### src/rtl/imem_fetch_pkg.sv
// -----------------------------------------------------------------------------
// imem_fetch_pkg
// Shared definitions for the instruction fetch sequencer:
//   - fetch_state_e  : sequencer state (RUN / HALTED / FAULT)
//   - IMEM_DEPTH/BITS: default instruction memory geometry
//   - BYTES_PER_WORD : bytes covered by one instruction word
//   - WORD_SHIFT     : byte-PC to word-index shift amount
//   - word_shift_of  : same shift for a non-default word width
// -----------------------------------------------------------------------------
package imem_fetch_pkg;

    localparam int IMEM_DEPTH     = 32;
    localparam int IMEM_BITS      = 64;
    localparam int BYTES_PER_WORD = IMEM_BITS / 8;
    localparam int WORD_SHIFT     = $clog2(BYTES_PER_WORD);

    typedef enum logic [1:0] {
        ST_RUN    = 2'd0,
        ST_HALTED = 2'd1,
        ST_FAULT  = 2'd2
    } fetch_state_e;

    function automatic int word_shift_of(input int bits);
        return $clog2(bits / 8);
    endfunction

endpackage

### src/rtl/imem_fetch_fifo.sv
// -----------------------------------------------------------------------------
// imem_fetch_fifo
// Two-entry output FIFO holding (instruction word, byte PC) pairs between the
// memory return path and decode. Push and pop may happen in the same cycle;
// flush empties it and takes priority over a simultaneous push/pop.
// Ports:
//   clk, rst_n            : clock, asynchronous active-low reset
//   i_push, i_push_data,
//   i_push_pc             : write one entry
//   i_pop                 : remove the head entry (ignored when empty)
//   i_flush               : discard all entries
//   o_head_data, o_head_pc: head entry
//   o_count               : number of stored entries (0..2)
//   o_valid               : FIFO non-empty
// -----------------------------------------------------------------------------
module imem_fetch_fifo #(
    parameter int BITS = 64,
    parameter int PC_W = 32
) (
    input  logic            clk,
    input  logic            rst_n,
    input  logic            i_push,
    input  logic [BITS-1:0] i_push_data,
    input  logic [PC_W-1:0] i_push_pc,
    input  logic            i_pop,
    input  logic            i_flush,
    output logic [BITS-1:0] o_head_data,
    output logic [PC_W-1:0] o_head_pc,
    output logic [1:0]      o_count,
    output logic            o_valid
);

    logic            r_wr_ptr;
    logic            r_rd_ptr;
    logic [1:0]      r_count;
    logic            w_do_push;
    logic            w_do_pop;
    logic [BITS-1:0] w_ent_data [2];
    logic [PC_W-1:0] w_ent_pc   [2];

    assign w_do_push = i_push && !i_flush;
    assign w_do_pop  = i_pop && !i_flush && (r_count != 2'd0);

    genvar gi;
    generate
        for (gi = 0; gi < 2; gi++) begin : g_entry
            logic [BITS-1:0] r_data;
            logic [PC_W-1:0] r_pc;
            logic            w_sel;

            assign w_sel = w_do_push && (int'(r_wr_ptr) == gi);

            always_ff @(posedge clk or negedge rst_n) begin
                if (!rst_n) begin
                    r_data <= '0;
                    r_pc   <= '0;
                end else if (w_sel) begin
                    r_data <= i_push_data;
                    r_pc   <= i_push_pc;
                end
            end

            assign w_ent_data[gi] = r_data;
            assign w_ent_pc[gi]   = r_pc;
        end
    endgenerate

    always_ff @(posedge clk or negedge rst_n) begin
        if (!rst_n) begin
            r_wr_ptr <= 1'b0;
            r_rd_ptr <= 1'b0;
            r_count  <= 2'd0;
        end else if (i_flush) begin
            r_wr_ptr <= 1'b0;
            r_rd_ptr <= 1'b0;
            r_count  <= 2'd0;
        end else begin
            if (w_do_push) r_wr_ptr <= ~r_wr_ptr;
            if (w_do_pop)  r_rd_ptr <= ~r_rd_ptr;
            r_count <= r_count + {1'b0, w_do_push} - {1'b0, w_do_pop};
        end
    end

    assign o_head_data = w_ent_data[r_rd_ptr];
    assign o_head_pc   = w_ent_pc[r_rd_ptr];
    assign o_count     = r_count;
    assign o_valid     = (r_count != 2'd0);

endmodule

### src/rtl/imem_fetch_ctrl.sv
// -----------------------------------------------------------------------------
// imem_fetch_ctrl
// Fetch sequencer for a synchronous-read instruction memory. Owns the fetch PC,
// issues at most one word address per cycle, tags each read with an epoch bit
// so that reads outstanding across a redirect are discarded, and delivers words
// to decode through a valid/ready handshake backed by a 2-entry FIFO.
// Ports:
//   clk, rst_n                 : clock, asynchronous active-low reset
//   address                    : word address to instruction memory
//   readData                   : memory data, valid the cycle after address
//   inst_valid/inst_ready      : decode handshake
//   inst_data, inst_pc         : head instruction word and its byte PC
//   redirect_valid/redirect_pc : one-cycle branch/jump redirect
//   halt                       : level, stops new fetches while high
//   fault                      : sticky out-of-range / misaligned fetch flag
// -----------------------------------------------------------------------------
module imem_fetch_ctrl
    import imem_fetch_pkg::*;
#(
    parameter int              DEPTH    = IMEM_DEPTH,
    parameter int              BITS     = IMEM_BITS,
    parameter int              ADDR_W   = 6,
    parameter int              PC_W     = 32,
    parameter logic [PC_W-1:0] RESET_PC = '0
) (
    input  logic              clk,
    input  logic              rst_n,
    output logic [ADDR_W-1:0] address,
    input  logic [BITS-1:0]   readData,
    output logic              inst_valid,
    input  logic              inst_ready,
    output logic [BITS-1:0]   inst_data,
    output logic [PC_W-1:0]   inst_pc,
    input  logic              redirect_valid,
    input  logic [PC_W-1:0]   redirect_pc,
    input  logic              halt,
    output logic              fault
);

    localparam int L_BYTES = (BITS == IMEM_BITS) ? BYTES_PER_WORD : BITS / 8;
    localparam int L_SHIFT = (BITS == IMEM_BITS) ? WORD_SHIFT : word_shift_of(BITS);

    fetch_state_e    r_state;
    logic [PC_W-1:0] r_fetch_pc;
    logic [PC_W-1:0] r_tag_pc;
    logic            r_epoch;
    logic            r_tag_epoch;
    logic            r_inflight;
    logic            r_fault;

    logic [PC_W-1:0] w_index;
    logic            w_out_of_range;
    logic            w_misaligned;
    logic            w_bad_pc;
    logic            w_pop;
    logic            w_push;
    logic            w_issue;
    logic            w_fifo_valid;
    logic [1:0]      w_fifo_count;
    logic [2:0]      w_occupancy;

    // Range check is done on the full index, before truncation to ADDR_W.
    assign w_index        = r_fetch_pc >> L_SHIFT;
    assign w_out_of_range = (w_index >= PC_W'(DEPTH));
    assign w_misaligned   = (r_fetch_pc[L_SHIFT-1:0] != '0);
    assign w_bad_pc       = w_out_of_range || w_misaligned;
    assign address        = w_index[ADDR_W-1:0];

    assign w_pop  = w_fifo_valid && inst_ready;
    // A returning read is kept only if no redirect happened since it issued.
    assign w_push = r_inflight && (r_tag_epoch == r_epoch);

    // Slots committed after this edge: buffered + outstanding, minus the word
    // leaving this cycle. Crediting the pop is what allows one word per cycle
    // while still never committing more than the two FIFO slots.
    assign w_occupancy = {1'b0, w_fifo_count} + {2'b00, r_inflight} - {2'b00, w_pop};

    assign w_issue = (r_state == ST_RUN) && !redirect_valid && !halt &&
                     !w_bad_pc && (w_occupancy < 3'd2);

    always_ff @(posedge clk or negedge rst_n) begin
        if (!rst_n) begin
            r_state     <= ST_RUN;
            r_fetch_pc  <= RESET_PC;
            r_tag_pc    <= '0;
            r_epoch     <= 1'b0;
            r_tag_epoch <= 1'b0;
            r_inflight  <= 1'b0;
            r_fault     <= 1'b0;
        end else begin
            r_inflight <= w_issue;
            if (w_issue) begin
                r_tag_epoch <= r_epoch;
                r_tag_pc    <= r_fetch_pc;
                r_fetch_pc  <= r_fetch_pc + PC_W'(L_BYTES);
            end

            // Redirect overrides halt entry and fault detection in the same cycle.
            if (redirect_valid) begin
                r_epoch    <= ~r_epoch;
                r_fetch_pc <= redirect_pc;
                r_fault    <= 1'b0;
                r_state    <= halt ? ST_HALTED : ST_RUN;
            end else begin
                case (r_state)
                    ST_RUN: begin
                        if (halt) begin
                            r_state <= ST_HALTED;
                        end else if (w_bad_pc) begin
                            r_state <= ST_FAULT;
                            r_fault <= 1'b1;
                        end
                    end
                    ST_HALTED: begin
                        if (!halt) r_state <= ST_RUN;
                    end
                    ST_FAULT: begin
                        r_state <= ST_FAULT;
                    end
                    default: begin
                        r_state <= ST_RUN;
                    end
                endcase
            end
        end
    end

    imem_fetch_fifo #(
        .BITS (BITS),
        .PC_W (PC_W)
    ) u_fifo (
        .clk         (clk),
        .rst_n       (rst_n),
        .i_push      (w_push),
        .i_push_data (readData),
        .i_push_pc   (r_tag_pc),
        .i_pop       (w_pop),
        .i_flush     (redirect_valid),
        .o_head_data (inst_data),
        .o_head_pc   (inst_pc),
        .o_count     (w_fifo_count),
        .o_valid     (w_fifo_valid)
    );

    assign inst_valid = w_fifo_valid;
    assign fault      = r_fault;

endmodule
### config.mk
export PLATFORM = sky130hd
export DESIGN_NAME = imem_fetch_ctrl
export DESIGN_NICKNAME = d
export VERILOG_FILES = /design/src/rtl/imem_fetch_pkg.sv /design/src/rtl/imem_fetch_fifo.sv /design/src/rtl/imem_fetch_ctrl.sv
export SDC_FILE = /design/constraint.sdc
export NUM_CORES = 1
export LEC_CHECK = 0
export ABC_AREA = 1
export CORE_UTILIZATION = 65
export DETAILED_ROUTE_END_ITERATION = 7
export DONT_BUFFER_PORTS = 1
export PLACE_DENSITY = 0.81
export SETUP_SLACK_MARGIN = 0.3
export SYNTH_ARGS = -nofsm -noshare
export SYNTH_HDL_FRONTEND = slang
export SYNTH_HIERARCHICAL = 1
export SYNTH_SLANG_ARGS = --single-unit
### constraint.sdc
create_clock -name clk -period 4.78 [get_ports clk]
set_clock_uncertainty 0.15 [all_clocks]
set_input_delay 0.717 -clock clk [delete_from_list [all_inputs] [get_ports clk]]
set_output_delay 0.717 -clock clk [all_outputs]
set_load 0.02 [all_outputs]
==> results_dict.tcl <==
set metrics [dict create \
    rsz0062_at_grt "false" \
    htreeDepth 1 \
    firstDrtPassIters 5 \
    ys_ff_latch 266 \
    synth_top_area_frac 0.559 \
    dpl_cell_area_um2 11700 \
    ys.flop_type "dfrtp_1" \
    synth.distinct_cells 28 \
    p_per_area_nw_per_um2 352 \
    io_buffer_count 0 \
    num_vias 8369 \
    rows 49 \
    synth_edf_count 0 \
    ys_warn_count 6 \
    slowest_stage "clkinv_2" \
    synth_top_area_cell "dfrtp_1" \
    cts_buffers 27 \
    cp_cell_sequence "clkinv_2 -> buf_4 -> nand2_1 -> nand2_1" \
    hold_ws_ns -0.253 \
    nets 1453 \
    syn2layout_area_growth_pct 5.30 \
    crit_top_cell "nand2_1" \
    critPathKind "reg2out" \
    violations "hold timing" \
    die_h_um 137 \
    drtAntennaViolNets 0 \
    n_antenna_cell 0 \
    synth_area_leaders "dfrtp_1, nand2_1, o21ai_2, inv_1, o21ai_1" \
    drt-initial-drc-count 486 \
    final_hold_viol_count 266 \
    insertion_delay_ns 0.51 \
    r2r.worst_path.cells 12 \
    grt_pass1_wl_mm 35.9 \
    slew_viol_final 0 \
    maxCapViolations 0 \
    setup_viol 0 \
    cts.clk_slew.worst_paths_ns 0.06 \
    critPathArrivalTime_ns 2.93 \
    routabilityCongestion 0.747 \
    fin_crit_sh 0.795 \
    worst_pin_slew_ns 0.994 \
    setup-tns-final_ns 0 \
    synth_common_cells "nand2_1, dfrtp_1, inv_1" \
    ys_seq_area_frac 0.559 \
    synth.avg_cell_area_um2 8.55 \
    ir_worst_vdd_v 0.000336 \
    cts_resized 0 \
    timing.rr.start "u_fifo/o_count[1]$_DFF_PN0_" \
    die_x_um 137 \
    status "finished with violations" \
    syn_area_um2 11900 \
    wl_mm 22.6 \
    clk_path_buf_depth 3 \
    worstPathRequired_ns 3.91 \
    grt_pass1_vias 7449 \
    hold_path.class "in2async" \
    start_kind "flop" \
    initial_core_util 0.662 \
    fmax_mhz 263 \
    grtUsageTotal 0.238 \
    async_flop_share 1.00 \
    io_pins 205 \
    fin_crit_ns 3.80 \
    regToRegEndpoint "r_tag_pc[29]$_DFFE_PN0P_" \
    clock-sinks 266 \
    synth_cells 1392 \
    coreArea_um2 18000 \
    place_hpwl_mm 13.8 \
    slew_headroom 0.336 \
    via_per_inst 5.25 \
    drcViolationCount 0 \
    final_core_util 0.697 \
    overflow 0 \
    cts-root-buf "clkbuf_16" \
    worstPathMaxFanout 61 \
    r2r_slack_ns 1.23 \
    synth_fp_nets 1499 \
    synth_most_common_cell "nand2_1" \
    grt_max_degree 267 \
    tritoncts "done" \
    fin_area_um2 12500 \
    grt_antenna_before_repair 0 \
    wire_per_inst_um 14.2 \
    die_area_um2 18900 \
    layout-drive-gt1-share 0.0989 \
    postCtsSetupBuffers 0 \
    max_stage_delay_ns 0.89 \
    cp-end-kind "output pin" \
    power.leakage_uw 0.00666 \
]
## worst max-delay path by stage
stage                                            from                         end  slack [ns]  cells past startpoint
after floorplan                            inst_ready  r_fetch_pc[10]$_DFFE_PN0P_        2.31                     11
after global placement    u_fifo/o_count[1]$_DFF_PN0_    r_tag_pc[29]$_DFFE_PN0P_        1.33                     12
after detailed placement  u_fifo/o_count[1]$_DFF_PN0_    r_tag_pc[29]$_DFFE_PN0P_        1.26                     12
after CTS                 u_fifo/r_rd_ptr$_DFFE_PN0P_                inst_data[4]        0.96                      4
after global routing      u_fifo/r_rd_ptr$_DFFE_PN0P_               inst_data[20]        0.79                      4
final                     u_fifo/r_rd_ptr$_DFFE_PN0P_               inst_data[63]        0.98                      4
## worst max-delay path, delay by kind of cell (launching register included)
family	cells	cell delay, ns
buf+inv	2	1.43
flops	1	0.70
simple gates	2	0.26
## cell usage in the layout, fill, tap and decap left out, types with 3 or more instances in the layout
cell type	count
buf_4	7
o21ai_2	78
inv_1	137
clkinv_2	5
o21ai_0	23
nor2_1	32
ha_1	5
o21ai_1	98
xor2_1	4
clkbuf_16	27
nand2_1	614
dfrtp_1	265
nand3_1	32
clkbuf_1	9
xnor2_1	3
clkbuf_8	5
## per-layer routing
metal | GRT usage | vias to the layer above | wire, um
li1 | - | 4185 | -
met1 | 0.330 | 3939 | 9900
met2 | 0.378 | 211 | 10600
met3 | 0.0614 | 34 | 1700
met4 | 0.0580 | 0 | 416
met5 | 0 | - | 0
## cell families after synthesis
family / synth area share
and+or+nand+nor: 0.222
xor gates and xnor gates: 0.00515
DFF: 0.559
AOI/OAI and AO/OA: 0.110
adders and majority gates: 0.00694
buffers and inverters: 0.0958
## final cells by class
cell class | instances | area [um2]
clock inverters | 7 | 66.3
clock buffers | 41 | 778
repair buffers | 9 | 92.6
well taps | 229 | 287
multi-input cells | 901 | 4120
inverters | 141 | 531
flip-flops and latches | 266 | 6660
fillers | 1399 | 5430
## through the flow
stage	power [uW]	hold WS, ns	std cells	setup WS (ns)
3_3_place_gp	2450	0.279	1546	1.33
3_5_place_dp	2460	0.277	1546	1.26
2_1_floorplan	2450	0.271	1392	2.31
6_report	4400	-0.253	1594	0.982
5_1_grt	4560	-0.267	1594	0.785
4_1_cts	4450	-0.271	1594	0.959
## state kept, by name (all words and copies together), names as in the netlist
name,cells
u_fifo/g_entry.r_data,128
u_fifo/g_entry.r_pc,64
r_fetch_pc,32
r_tag_pc,32
r_state,2
u_fifo/o_count,2
fault,1
r_epoch,1
r_inflight,1
r_tag_epoch,1
u_fifo/r_rd_ptr,1
u_fifo/r_wr_ptr,1
## power by group
part	internal [uW]	total, uW	switching [uW]
registers	2280	2320	40.1
logic	35.8	93.8	57.9
clock network	1170	1990	816
total	3490	4400	914
No activity file was read; power rests on OpenSTA's default activity.
